[src/rtl/seg_pkg.sv]
// Glyph, unit-code and anode constants for the 4-digit active-low seven-segment scanner.
// Segment bit order is {g,f,e,d,c,b,a}; a 0 lights the segment.
package seg_pkg;

  localparam logic [6:0] GLYPH_0 = 7'h40;
  localparam logic [6:0] GLYPH_1 = 7'h79;
  localparam logic [6:0] GLYPH_2 = 7'h24;
  localparam logic [6:0] GLYPH_3 = 7'h30;
  localparam logic [6:0] GLYPH_4 = 7'h19;
  localparam logic [6:0] GLYPH_5 = 7'h12;
  localparam logic [6:0] GLYPH_6 = 7'h02;
  localparam logic [6:0] GLYPH_7 = 7'h78;
  localparam logic [6:0] GLYPH_8 = 7'h00;
  localparam logic [6:0] GLYPH_9 = 7'h10;
  localparam logic [6:0] GLYPH_A = 7'h08;
  localparam logic [6:0] GLYPH_B = 7'h03;
  localparam logic [6:0] GLYPH_C = 7'h46;
  localparam logic [6:0] GLYPH_D = 7'h21;
  localparam logic [6:0] GLYPH_E = 7'h06;
  localparam logic [6:0] GLYPH_F = 7'h0E;

  // The hex 'C' glyph doubles as the Celsius letter.
  localparam logic [6:0] GLYPH_K      = 7'h0A;
  localparam logic [6:0] GLYPH_F_UNIT = 7'h0E;
  localparam logic [6:0] GLYPH_DASH   = 7'h3F;
  localparam logic [6:0] GLYPH_BLANK  = 7'h7F;

  localparam logic [1:0] UNIT_C    = 2'b00;
  localparam logic [1:0] UNIT_K    = 2'b01;
  localparam logic [1:0] UNIT_F    = 2'b10;
  localparam logic [1:0] UNIT_NONE = 2'b11;

  // Indexed by digit number; digit 0 is the rightmost.
  localparam logic [3:0][3:0] ANODE_TABLE = {4'b0111, 4'b1011, 4'b1101, 4'b1110};

endpackage

[src/rtl/seg_glyph_decoder.sv]
// Combinational code-to-segment decoder: hex digit, or unit letter when letter=1 (code[1:0] = unit).
// Zero latency; no flow control.
module seg_glyph_decoder
  import seg_pkg::*;
(
  input  logic [3:0] code,
  input  logic       letter,
  output logic [6:0] seg
);

  always_comb begin
    seg = GLYPH_BLANK;
    if (letter) begin
      case (code[1:0])
        UNIT_C:  seg = GLYPH_C;
        UNIT_K:  seg = GLYPH_K;
        UNIT_F:  seg = GLYPH_F_UNIT;
        default: seg = GLYPH_DASH;
      endcase
    end else begin
      case (code)
        4'h0:    seg = GLYPH_0;
        4'h1:    seg = GLYPH_1;
        4'h2:    seg = GLYPH_2;
        4'h3:    seg = GLYPH_3;
        4'h4:    seg = GLYPH_4;
        4'h5:    seg = GLYPH_5;
        4'h6:    seg = GLYPH_6;
        4'h7:    seg = GLYPH_7;
        4'h8:    seg = GLYPH_8;
        4'h9:    seg = GLYPH_9;
        4'hA:    seg = GLYPH_A;
        4'hB:    seg = GLYPH_B;
        4'hC:    seg = GLYPH_C;
        4'hD:    seg = GLYPH_D;
        4'hE:    seg = GLYPH_E;
        default: seg = GLYPH_F;
      endcase
    end
  end

endmodule

[src/rtl/unit_seg_display.sv]
// Free-running 4-digit scanner: digit 0 = hex of z, digit 3 = unit letter; inputs latched per frame.
// an/seg registered one cycle behind the digit index; no handshake, never stalls.
module unit_seg_display
  import seg_pkg::*;
#(
  parameter int REFRESH_DIV = 100000
) (
  input  logic       clk,
  input  logic       rst,
  input  logic [3:0] z,
  input  logic [1:0] sel,
  output logic [3:0] an,
  output logic [6:0] seg,
  output logic       dp
);

  localparam int                CNT_W   = (REFRESH_DIV > 2) ? $clog2(REFRESH_DIV) : 1;
  localparam logic [CNT_W-1:0] CNT_MAX = CNT_W'(REFRESH_DIV - 1);

  logic [CNT_W-1:0] cnt;
  logic [1:0]       d;
  logic [3:0]       val_q;
  logic [1:0]       sel_q;
  logic             tick;

  logic [3:0]       dec_code;
  logic             dec_letter;
  logic [6:0]       dec_seg;
  logic [6:0]       seg_next;

  assign tick = (cnt == CNT_MAX);

  // Snapshot only at the frame boundary so a frame never mixes old and new values.
  always_ff @(posedge clk) begin
    if (rst) begin
      cnt   <= '0;
      d     <= 2'd0;
      val_q <= 4'h0;
      sel_q <= UNIT_C;
    end else if (tick) begin
      cnt <= '0;
      d   <= d + 2'd1;
      if (d == 2'd3) begin
        val_q <= z;
        sel_q <= sel;
      end
    end else begin
      cnt <= cnt + CNT_W'(1);
    end
  end

  assign dec_letter = (d == 2'd3);
  assign dec_code   = dec_letter ? {2'b00, sel_q} : val_q;

  seg_glyph_decoder u_decoder (
    .code   (dec_code),
    .letter (dec_letter),
    .seg    (dec_seg)
  );

  assign seg_next = ((d == 2'd1) || (d == 2'd2)) ? GLYPH_BLANK : dec_seg;

  always_ff @(posedge clk) begin
    if (rst) begin
      an  <= 4'hF;
      seg <= GLYPH_BLANK;
    end else begin
      an  <= ANODE_TABLE[d];
      seg <= seg_next;
    end
  end

  assign dp = 1'b1;

endmodule

[config.mk]
export PLATFORM = sky130hd
export DESIGN_NAME = unit_seg_display
export DESIGN_NICKNAME = d
export VERILOG_FILES = /design/src/rtl/seg_pkg.sv /design/src/rtl/seg_glyph_decoder.sv /design/src/rtl/unit_seg_display.sv
export SDC_FILE = /design/constraint.sdc
export NUM_CORES = 1
export LEC_CHECK = 0
export ABC_CLOCK_PERIOD_IN_PS = 2700
export CAP_MARGIN = 15
export CORE_MARGIN = 4
export CORE_UTILIZATION = 55
export DETAILED_ROUTE_END_ITERATION = 12
export PLACE_DENSITY = 0.78
export SYNTH_ARGS = -nofsm -noshare
export SYNTH_HDL_FRONTEND = slang
export SYNTH_HIERARCHICAL = 1
export SYNTH_SLANG_ARGS = --single-unit
[constraint.sdc]
create_clock -name clk -period 2.7 [get_ports clk]
set_input_delay 0.81 -clock clk [delete_from_list [all_inputs] [get_ports clk]]
set_output_delay 0.81 -clock clk [all_outputs]
set_load 0.1 [all_outputs]
# --- Word level (Yosys, flattened, before mapping) ---
# Memory sizes are Yosys's and may differ from the RTL's.
# Cells that the tools add are included.
totals:
  mem_count: 1
  rom_bits: 112
  inputBits: 8
  ff_bits: 36
  output_inout_bits: 12
  elab_cells: 26
classes:
  n_reduce_logical: 5
  addsub: 2
  magnitude_cmp: 1
  n_mux: 5
  n_eq_ne: 6
mem_list:
  columns: ["memory", "words", "width", "rd", "rd_ports_with_merged_regs", "wr", "line_no", "source"]
  rows:
  - ["(no name shown)", 16, 7, 1, 0, 0, "seg_glyph_decoder.sv:21", "case (code)"]
op_table:
  columns: ["cell", "count"]
  rows:
  - ["one-hot mux 7 bit (3 select lines)", 1]
  - ["adder 17 x 1 -> 17 bit, second input constant", 1]
  - ["== test 17 bit, second input constant", 1]
  - ["binary-select mux 4 bit (select 2 bit)", 1]
  - ["two-way mux 4 bit", 2]
  - ["two-way mux 7 bit", 1]
  - ["== test 2 bit, second input constant", 3]
  - ["== test 2 x 1 -> 1 bit, second input constant", 2]
  - ["OR reduction 2 bit", 2]
  - ["less-than comparator 2 x 3 -> 1 bit, second input constant", 1]
  - ["adder 2 x 1 -> 2 bit, second input constant", 1]
  - ["zero test 2 bit", 1]
  - ["AND reduction 2 bit", 1]
  - ["logical OR 1 bit", 1]

# --- Longest topological paths before layout ---
# Gate-level depths: netlist of run 1.
logic_depth:
  word_depth: 5
  ltp_mapped: 9
  mapped_depth_nobuf: 8

# --- By module ---
# Netlist of run 1, hierarchy kept.
by_module_without_submodules:
  columns: ["mod", "seq_area_each_um2", "area_each_um2", "instances", "cells_each"]
  rows:
  - ["unit_seg_display", 720.7, 1550.2, 1, 164]
  - ["seg_glyph_decoder", 0.0, 351.6, 1, 44]

# --- Worst setup path after synthesis of run 1 ---
# No wires, ideal clock.
synth_timing:
  kind: "register to register"
  from: "reg d[1]"
  to: "reg seg[5]"
  setup_time_ns: 0.127
  required_ns: 2.573
  arrival_time_ns: 2.338
  slack_ns: 0.235
  stages_incl_launch_ff: 9
  path_cell_list: "dfxtp_1 ha_1 clkbuf_1 mux2_2 ha_1 nand2b_1 o21ai_1 a221o_1 or3_1"
synth_between:
  elab_chain_cells: 5
synth_lines:
  columns: ["element", "line_no", "source"]
  rows:
  - ["from (decl)", "unit_seg_display.sv:21", "logic [1:0] d;"]
  - ["from (signal assigned)", "unit_seg_display.sv:42", "d <= d + 2'd1;"]
  - ["== test 2 bit (*)", "unit_seg_display.sv:52", "assign dec_letter = (d == 2'd3);"]
  - ["via dec_letter", "unit_seg_display.sv:27", "logic dec_letter;"]
  - ["two-way mux 4 bit (*)", "unit_seg_display.sv:53", "assign dec_code = dec_letter ? {2'b00, sel_q} : val_q;"]
  - ["via dec_code[0]", "unit_seg_display.sv:26", "logic [3:0] dec_code;"]
  - ["parallel branches: the longest is 2 deep, another holds memory read (16 x 7 bit)", null, null]
  - ["two-way mux 7 bit (*)", "seg_glyph_decoder.sv:13", "if (letter) begin"]
  - ["via dec_seg[5]", "unit_seg_display.sv:28", "logic [6:0] dec_seg;"]
  - ["to (signal assigned)", "unit_seg_display.sv:69", "seg <= seg_next;"]
  - ["to (decl)", "unit_seg_display.sv:13", "output logic [6:0] seg,"]
# Mark *: on every way through the listed nets, which the timed path passes.
# A chain may end at the register's enable or synchronous reset.

# --- Worst setup path after layout of run 1 ---
layout_timing:
  from: "reg d[1]"
  to: "reg seg[3]"
# Same word-level chain as after synthesis.

==> results.md, run 1 <==
- RSZ-0062 raised after global routing: no
- H-Tree Depth: 2
- Post-DP HPWL: between 2000 and 3000 um
- Setup Skew: between 9 and 10 ps
- Clock Sinks: 36
- Seq/Total Area, Yosys: 0.379
- Netlist cell types: 45
- Via/cell ratio: 5.78
- DRT Wirelength: 3790 um
- Die Ht: 66.8 um
- CP Data Required Time: 2920 ps
- Core Area: 3340 um2
- P&R area growth vs syn: 10.7%
- #FFs+latches synth: 36
- Clock transition at path regs: roughly 100 ps
- Final min period: roughly 2500 ps
- Yosys warning total: 6
- Slew Limit Fails: 0
- Layout cells sized above 1: 0.135
- Row count: 21
- WP data arrival: around 2700 ps
- Post-synth EDFFs: 0
- Crit start category: flop
- Post-Syn Area: between 1500 and 2000 um2
- Clock Latency Late Sink: 330 ps
- Final worst path period share: 0.933
- All-Layer GR Usage: 0.189
- CTS buffer count: 5
- Die Area: roughly 4500 um2
- Fin Setup TNS: 0 ps
- Drt first pass iters: 4
- Global-route wire length before repair: 6500 um
- Largest net degree at the start of global routing: 17
- Hold_sp: val_q[1]
- Post-synthesis simple-gate area fraction: 0.256
- Post-route DRC violation count: 0
- Max-Cap Viols: 0
- HP Class: reg -> reg
- Top cell by count, worst path: ha_1
- Top cell type by total area after synthesis: dfxtp_1
- Share of flip-flops with an asynchronous set or reset: 0
- Final ANT Viol Nets: 0
- Routed WL per cell: between 10 and 15 um
- Crit. Startpoint: d[1]
- Via count: 1550
- Post-synth top flop: dfxtp_1
- Post-CTS Hold Buffers: 0
- Critical Path Sink Type: flop
- Initial antenna violation count: 0
- Final Hold Viols: 0
- Cell with the most instances after synthesis: dfxtp_1
- Peak supply drop: ~0.00029 V
- Syn Nets: 229
- Setup bufs post-CTS: 0
- IO buf count: 18
- Top cells by count, synth: dfxtp_1, nor2_1, nand4_1
- Post-Synth XOR/XNOR Area: 0.0645
- Compound-gate portion of the synthesized area: 0.114
- Die X: 66.8 um
- Syn_area_per_cell: 9.14 um2
- CP max stage cell: mux2_2
- Final Util: 0.631
- Worst-Margin Slew: 876 ps
- Largest stage delay, worst path: 460 ps
- Final #Nets: roughly 240
- Max Clk Rate: 397 MHz
- Number of fill cells: 289
- I/O pin count: 20
- Post-synthesis mux area share: 0.0336
- Max clock buf depth: 2
- LEAKAGE: approximately 0.8 nW
- Ant. Diodes: 0
- Synth area leaders: dfxtp_1, ha_1, xor2_1, nand4_1, nor2_1
- Placer Congestion: 0.886
- Detailed Route Iter0 Violations: 68
- Share of the synthesized area in the top cell type: 0.379
- Worst slew margin: 0.415
- Clk root buf: clkbuf_4
- Gr ovfl total: 0
- Buf/Inv on CP: 1
- Crit Path Class: reg -> reg
- Delay-heaviest family, CP: adder cells
- Final setup fails: 0
- Post-Syn Instances: 208
- Vias in the first global route: 1488
- CTS tree: yes
- Synth Area in Adders: 0.0855
- RR Startpoint: d[1]
- Initial Util: 0.570
- CP max FO: 11
- Largest family of logic cells by synthesized area: simple AND/OR/NAND/NOR gates
- PwrDens: 449 nW/um2
- Post-CTS sizing: 0
- Status: finished, final reports clean
- CP cell instances: ha_1, mux2_2, inv_1, ha_1, nor2_1, a2111oi_2, a221oi_2, or3_1
## stage by stage
| stage | power (mW) | worst slack (ps) | std cells | hold WS (ps) | cell area, um2 |
|---|---|---|---|---|---|
| global route | 0.982 | 48.0 | 268 | 506 | 2100 |
| global placement | 0.643 | 337 | 261 | 452 | 2040 |
| floorplan | 0.625 | 235 | 208 | 437 | 1900 |
| finish | 0.946 | 180 | 268 | 480 | 2100 |
| detailed placement | 0.645 | 255 | 261 | 464 | 2040 |
| CTS | 0.956 | 228 | 268 | 480 | 2100 |
## path summary, 6_finish.rpt
| path | end | slack (ps) | cells after the start |
|---|---|---|---|
| worst max-delay path | seg[3] | 180 | 8 |
| worst min-delay path | val_q[1] | 480 | 2 |
| worst max register to register | seg[3] | 180 | 8 |
| worst min register to register | val_q[1] | 480 | 2 |
## placed cells by master, fill, tap and decap left out, types with 2 or more instances in the layout
cell type,netlist,final
a21oi_1,11,11
a221o_1,2,2
a2bb2oi_1,2,2
and3_1,3,3
and4_1,3,3
buf_4,3,15
clkbuf_4,0,5
clkbuf_8,0,2
clkdlybuf4s50_1,0,7
dfxtp_1,36,36
ha_1,13,13
inv_1,5,5
mux2_2,3,3
mux2i_1,3,3
nand2_1,8,8
nand2b_1,6,6
nand3_1,6,6
nand4_1,14,14
nand4b_1,2,2
nor2_1,19,19
nor2b_1,2,2
nor4_1,2,2
nor4b_1,2,2
o21ai_0,7,7
o21ai_1,3,3
o31ai_1,2,2
or3_1,8,8
or4_1,3,3
xnor2_1,3,3
xor2_1,11,11
## layer usage
metal	up-vias	share of wire	global-route usage
met3	6	0.058	0.0540
met2	46	0.48	0.309
met4	0	0.011	0.0660
li1	765	-	-
met1	733	0.45	0.237
met5	-	0	0
## flip-flops by register name, indices dropped and copies added (netlist names)
register and count:
seg 7, sel_q 2, cnt 17, an 4, val_q 4, d 2
## where the power goes
part / internal [mW] / switching, mW
Sequential: 0.540 / 0.00587
Combinational: 0.0238 / 0.0623
Clock: 0.148 / 0.166
## worst register-to-register path, stage by stage, from the launching register on
cell	delay, ps
dfxtp_1	420
ha_1	420
mux2_2	460
inv_1	160
ha_1	160
nor2_1	70
a2111oi_2	360
a221oi_2	50
or3_1	300
## cell type report
cell class	count	area [um2]	share of cell area
clock buffer	7	65.1	0.0309
inverter	6	22.5	0.0107
multi-input combinational	151	1060	0.502
sequential	36	721	0.342
tap	46	57.6	0.0273
timing repair buffer	22	183	0.0868
## cells by family (layout without fill, tap and decap cells)
logic type	Yosys count	in the layout
AOI/OAI and AO/OA	33	33
and+or+nand+nor	84	84
other	1	1
buffers and inverters	21	35
DFF	36	36
xor gates and xnor gates	14	14
muxes	6	6
adders and majority gates	13	13
Power figures use the tool's default switching activity.
==> run 2: changes to the inputs <==
==> constraint.sdc (replaced) <==
create_clock -name clk -period 2.7 [get_ports clk]
set_input_delay 0.27 -clock clk [delete_from_list [all_inputs] [get_ports clk]]
set_output_delay 0.27 -clock clk [all_outputs]
set_load 0.1 [all_outputs]
==> run 2 against run 1 <==
Power fell by 5.2%. Clock power is 16% lower. Non-clock buffer count stayed put. Clock skew rose by 2.4 ps. Largest power group unchanged.
==> results.md, run 2 (synthesis results as in run 1) <==
- Status: finished, final reports clean
- CTS tree: yes
- RR Startpoint: d[1]
- Post-route DRC violation count: 0 (unchanged)
- Largest registers: cnt x17, seg x7
- Power share of the clock group: 0.295 (-0.037)
- Post-DP HPWL: 2690 um (-3.3%)
- Most Crowded Layer GR: met2
- Cell count of the worst reg-to-reg path: 8 (unchanged)
- Max reg flops: 17 (unchanged)
- Final worst path period share: 0.936 (+0.00290)
- Post-CTS Hold Buffers: 0 (unchanged)
- Via/cell ratio: 5.60 (-3.2%)
- Most frequent cells in the layout: dfxtp_1, nor2_1, buf_4
- Flop pwr share: 0.608 (+0.031)
- Clock transition at path regs: 100 ps (about the same)
- Setup Skew: 11.7 ps (+2.36 ps)
- Row count: 21 (unchanged)
- Worst slew margin: 0.649 (+0.234)
- Gr ovfl total: 0 (unchanged)
- Placer Congestion: 0.901 (+1.6%)
- Clock Latency Late Sink: 350 ps (+20 ps)
- Switching part of the total power: 0.264 (+0.0166)
- Final setup fails: 0 (unchanged)
- Initial antenna violation count: 0 (unchanged)
- Largest reg by FF count: cnt
- Max-Cap Viols: 0 (unchanged)
- Max clock buf depth: 2 (unchanged)
- Met2 usage: 0.297 (-0.0124)
- Via count: 1500 (-3.2%)
- Global-route wire length before repair: 6350 um (-2.2%)
- Final #Nets: 243 (unchanged)
- Initial Util: 0.570 (unchanged)
- Routed WL per cell: 13.8 um (-2.2%)
- Peak supply drop: 0.000270 V (-5.4%)
- Internal: 0.660 mW (-7.3%)
- Largest net degree at the start of global routing: 21 (+4)
- HP Class: reg -> reg
- Worst R2R End: seg[1]
- Met1 Track Usage GR: 0.235 (-0.00177)
- Core Area: 3340 um2 (unchanged)
- Final min period: 2530 ps (+7.83 ps)
- Clk root buf: clkbuf_4
- Critical Path Sink Type: flop
- P&R area growth vs syn: 9.80%
- LEAKAGE: 0.792 nW (-1.2%)
- Die Ht: 66.8 um (unchanged)
- DRT Wirelength: 3710 um (-2.2%)
- Post-route insts no fill: 268 (unchanged)
- Slew Limit Fails: 0 (unchanged)
- Ant. Diodes: 0 (unchanged)
- I/O pin count: 20 (unchanged)
- Die X: 66.8 um (unchanged)
- Routing usage on met3: 0.0556 (+0.00169)
- CP max FO: 11 (unchanged)
- Final Hold Viols: 0 (unchanged)
- Psw: 0.237 mW (+1.2%)
- Crit Path Class: reg -> reg
- Drt first pass iters: 4 (unchanged)
- Max Clk Rate: 396 MHz (-0.31%)
- Comb power frac: 0.096 (+0.005)
- Hold endpoint: sel_q[1]
- RSZ-0062 raised after global routing: no
- Fin Setup TNS: 0 ps (unchanged)
- All-Layer GR Usage: 0.189 (-0.000200)
- Layout cells sized above 1: 0.135 (unchanged)
- CTS buffer count: 5 (unchanged)
- Vias in the first global route: 1408 (-5.4%)
- Placed Cells: 261 (unchanged)
- PwrDens: 429 nW/um2 (-4.5%)
- Clock Sinks: 36 (unchanged)
- Worst-Margin Slew: 524 ps (-352 ps)
- Detailed Route Iter0 Violations: 75 (+10%)
- Final ANT Viol Nets: 0 (unchanged)
- IO buf count: 18 (unchanged)
- Crit start category: flop
- Die Area: 4460 um2 (unchanged)
- WP data arrival: 2760 ps (+20 ps)
- Hold_sp: sel_q[1]
- Most common cell after layout, fill and taps aside: dfxtp_1
- H-Tree Depth: 2 (unchanged)
- Cell count of the worst hold path: 2 (unchanged)
- R2R Setup Slk: 170 ps (about the same)
- CP Data Required Time: 2930 ps (about the same)
==> run 2: layer usage <==
layer | share of wire | vias to the layer above | wire length, um
li1 | - | 767 | -
met1 | 0.46 | 690 | 1710
met2 | 0.47 | 34 | 1730
met3 | 0.050 | 9 | 187
met4 | 0.022 | 0 | 83
met5 | 0 | - | 0
==> run 2: repair_timing <==
action                                 4_1_cts  5_1_grt
endpoints found under the hold margin        0        0
gates resized for setup                      0        1
setup buffers                                0        0
setup endpoints to repair                    0        1
==> run 2: how the worst max path moves through the flow <==
| stage | startpoint | end | cells past startpoint |
|---|---|---|---|
| after floorplan | d[1] | seg[5] | 8 |
| after global placement | d[1] | seg[5] | 7 |
| final | d[1] | seg[1] | 8 |
| after global routing | d[1] | seg[4] | 7 |
| after CTS | d[1] | seg[4] | 6 |
| after detailed placement | d[0] | seg[4] | 6 |
==> run 2: power groups by stage <==
stage	logic, mW	clock network, mW	registers, mW
global route	0.0914	0.299	0.547
finish	0.0863	0.265	0.545
global placement	0.0858	0	0.558
CTS	0.0870	0.276	0.546
detailed placement	0.0867	0	0.558
floorplan	0.0268	0	0.598
==> run 2: worst max-delay path: stages (launching register included) <==
cell     delay (ps)
dfxtp_1         410
ha_1            440
mux2_2          460
inv_1           160
ha_1            250
nor2_1          200
a21o_1          110
o21ai_1          60
or3_1           320
==> run 2: cell type report <==
class                      instances  area [um2]
multi-input combinational        151        1060
clock inverter                     1        5.00
inverter                           6        22.5
tap                               46        57.6
sequential                        36         721
timing repair buffer              22         183
clock buffer                       6        41.3
fill                             300        1250
==> run 2: stage by stage <==
step	area, um2	total power [mW]	hold slack (ps)	utilization	setup slack [ps]
after detailed placement	2040	0.645	461	0.611	226
after global placement	2040	0.643	453	0.611	332
after CTS	2090	0.909	472	0.625	203
final	2090	0.897	477	0.626	172
after floorplan	1900	0.625	424	-	235
after global routing	2090	0.938	491	0.626	12.8
==> run 3: changes to the inputs <==
--- a/config.mk
+++ b/config.mk
@@ -8,9 +8,8 @@
 export ABC_CLOCK_PERIOD_IN_PS = 2700
 export CAP_MARGIN = 15
 export CORE_MARGIN = 4
-export CORE_UTILIZATION = 55
+export CORE_UTILIZATION = 35
 export DETAILED_ROUTE_END_ITERATION = 12
-export PLACE_DENSITY = 0.78
 export SYNTH_ARGS = -nofsm -noshare
 export SYNTH_HDL_FRONTEND = slang
 export SYNTH_HIERARCHICAL = 1
==> run 3 against run 2 <==
Power grew 14%. Cell count grew 9.3%. Combinational power grew 0.6%. Critical endpoint is now seg[4]. Largest power group unchanged. Highest routed layer unchanged.
==> results.md, run 3 (synthesis results as in run 1) <==
- Final Hold Viols: 0 (unchanged)
- Post-route DRC violation count: 0 (unchanged)
- Die X: 81.7 um (+22%)
- Pre-CTS setup slack: 347 ps (+121 ps)
- Crit start category: flop
- Power share of the clock group: 0.382 (+0.087)
- Critical Path Sink Type: flop
- Max Clk Rate: 424 MHz (+7.1%)
- Delay-heaviest family, CP: multiplexers
- CP max stage cell: mux2_2
- Setup Skew: 2.80 ps (-8.85 ps)
- Final setup fails: 0 (unchanged)
- IO buf count: 18 (unchanged)
- H-Tree Depth: 2 (unchanged)
- LEAKAGE: 0.809 nW (+2.2%)
- Largest net degree at the start of global routing: 20 (-4.8%)
- CP cell instances: ha_1, mux2_2, ha_1, mux2i_1, o22ai_1, mux2_2, or3_1
- Max-Cap Viols: 0 (unchanged)
- WP data arrival: 2530 ps (-230 ps)
- Max clock buf depth: 2 (unchanged)
- Post-CTS sizing: 0 (unchanged)
- Most frequent cells in the layout: dfxtp_1, nor2_1, buf_4
- Row count: 26 (+24%)
- Total Power: 1.02 mW (+14%)
- Crit Path Class: reg -> reg
- Buf/Inv on CP: 0 (-1)
- Setup bufs post-CTS: 0 (unchanged)
- Largest registers: cnt x17, seg x7
- Max reg flops: 17 (unchanged)
- Final worst path period share: 0.874 (-0.0619)
- Initial Util: 0.368 (-0.202)
- P&R area growth vs syn: 13.6%
- Slew Limit Fails: 0 (unchanged)
- Fin Setup TNS: 0 ps (unchanged)
- Via/cell ratio: 5.03 (-10%)
- Setup ws final: 339 ps (+167 ps)
- Clock Sinks: 36 (unchanged)
- Most common cell after layout, fill and taps aside: dfxtp_1
- Placer Congestion: 0.857 (-4.9%)
- Detailed Route Iter0 Violations: 60 (-20%)
- CP Data Required Time: 2870 ps (-60 ps)
- Switching part of the total power: 0.246 (-0.0178)
- HP Class: reg -> reg
- CTS buffer count: 5 (unchanged)
- All-Layer GR Usage: 0.124 (-0.0648)
- Clock Latency Late Sink: 280 ps (-70 ps)
- Flop pwr share: 0.534 (-0.074)
- Largest reg by FF count: cnt
- Final Util: 0.418 (-0.208)
- Gr ovfl total: 0 (unchanged)
- Status: finished, final reports clean
- Final ANT Viol Nets: 0 (unchanged)
- Vias in the first global route: 1402 (-0.43%)
- Largest stage delay, worst path: 440 ps (-20 ps)
- Die Ht: 81.7 um (+22%)
- Routed WL per cell: 12.6 um (-9.1%)
- Psw: 0.252 mW (+6.6%)
- PwrDens: 474 nW/um2 (+11%)
- CP max FO: 7 (-4)
- Comb power frac: 0.085 (-0.011)
- Drt first pass iters: 4 (unchanged)
- Global-route wire length before repair: 6450 um (+1.5%)
- Die Area: 6680 um2 (+50%)
- Clock transition at path regs: 70 ps (-30 ps)
- Peak supply drop: 0.000301 V (+12%)
- Post-DP HPWL: 2600 um (-3.2%)
- RSZ-0062 raised after global routing: no
- Internal: 0.772 mW (+17%)
- I/O pin count: 20 (unchanged)
- Via count: 1475 (-1.7%)
- DRT Wirelength: 3680 um (-0.57%)
- Core Area: 5170 um2 (+55%)
- Ant. Diodes: 0 (unchanged)
- Clk root buf: clkbuf_8
- Post-CTS Hold Buffers: 0 (unchanged)
- Final min period: 2360 ps (-167 ps)
- Layout cells sized above 1: 0.130 (-0.00509)
- Initial antenna violation count: 0 (unchanged)
- Hold slack: 477 ps (+0.160 ps)
- CTS tree: yes
- Final #Nets: 243 (unchanged)
run 3: cell count changes in the layout (fill, tap and decap cells not counted):
cell      change
nor2b_2       -1
clkbuf_8      +6
nor2b_1       +1
clkbuf_1      +1
clkbuf_4      -5
clkinv_2      -1
run 3: path summary, 6_finish.rpt:
check        startpoint  slack [ps]       end  depth (start not counted)
max                d[1]         340    seg[4]                          7
min            sel_q[1]         480  sel_q[1]                          2
max reg2reg        d[1]         340    seg[4]                          7
min reg2reg    sel_q[1]         480  sel_q[1]                          2
run 3: layout make-up:
class,instances,area [um2]
fill,533,3010
timing repair buffer,22,183
clock buffer,8,90.1
sequential,36,721
inverter,6,22.5
multi-input combinational,151,1060
tap,70,87.6
run 3: tightest hold or removal path, delay by kind of cell (launching register included):
| kind | cells | cell delay, ps |
|---|---|---|
| flip-flops | 1 | 310 |
| AO/OA/AOI/OAI | 2 | 120 |
run 3: metal layers:
metal,global-route usage,vias to the layer above,part of all wire
li1,-,769,-
met1,0.165,671,0.53
met2,0.187,28,0.41
met3,0.0351,7,0.047
met4,0.0548,0,0.018
met5,0,-,0
run 3: metrics by stage:
step / instance area [um2] / instances
after floorplan: 1900 / 208
after global placement: 2070 / 285
after detailed placement: 2070 / 285
after CTS: 2160 / 293
after global routing: 2160 / 293
final: 2160 / 293
run 3: power by group through the flow:
stage / registers [mW] / logic, mW / clock network [mW]
final: 0.547 / 0.0868 / 0.391
after global routing: 0.547 / 0.0914 / 0.427
after CTS: 0.547 / 0.0873 / 0.410
after detailed placement: 0.559 / 0.0874 / 0
after global placement: 0.558 / 0.0873 / 0
after floorplan: 0.598 / 0.0268 / 0
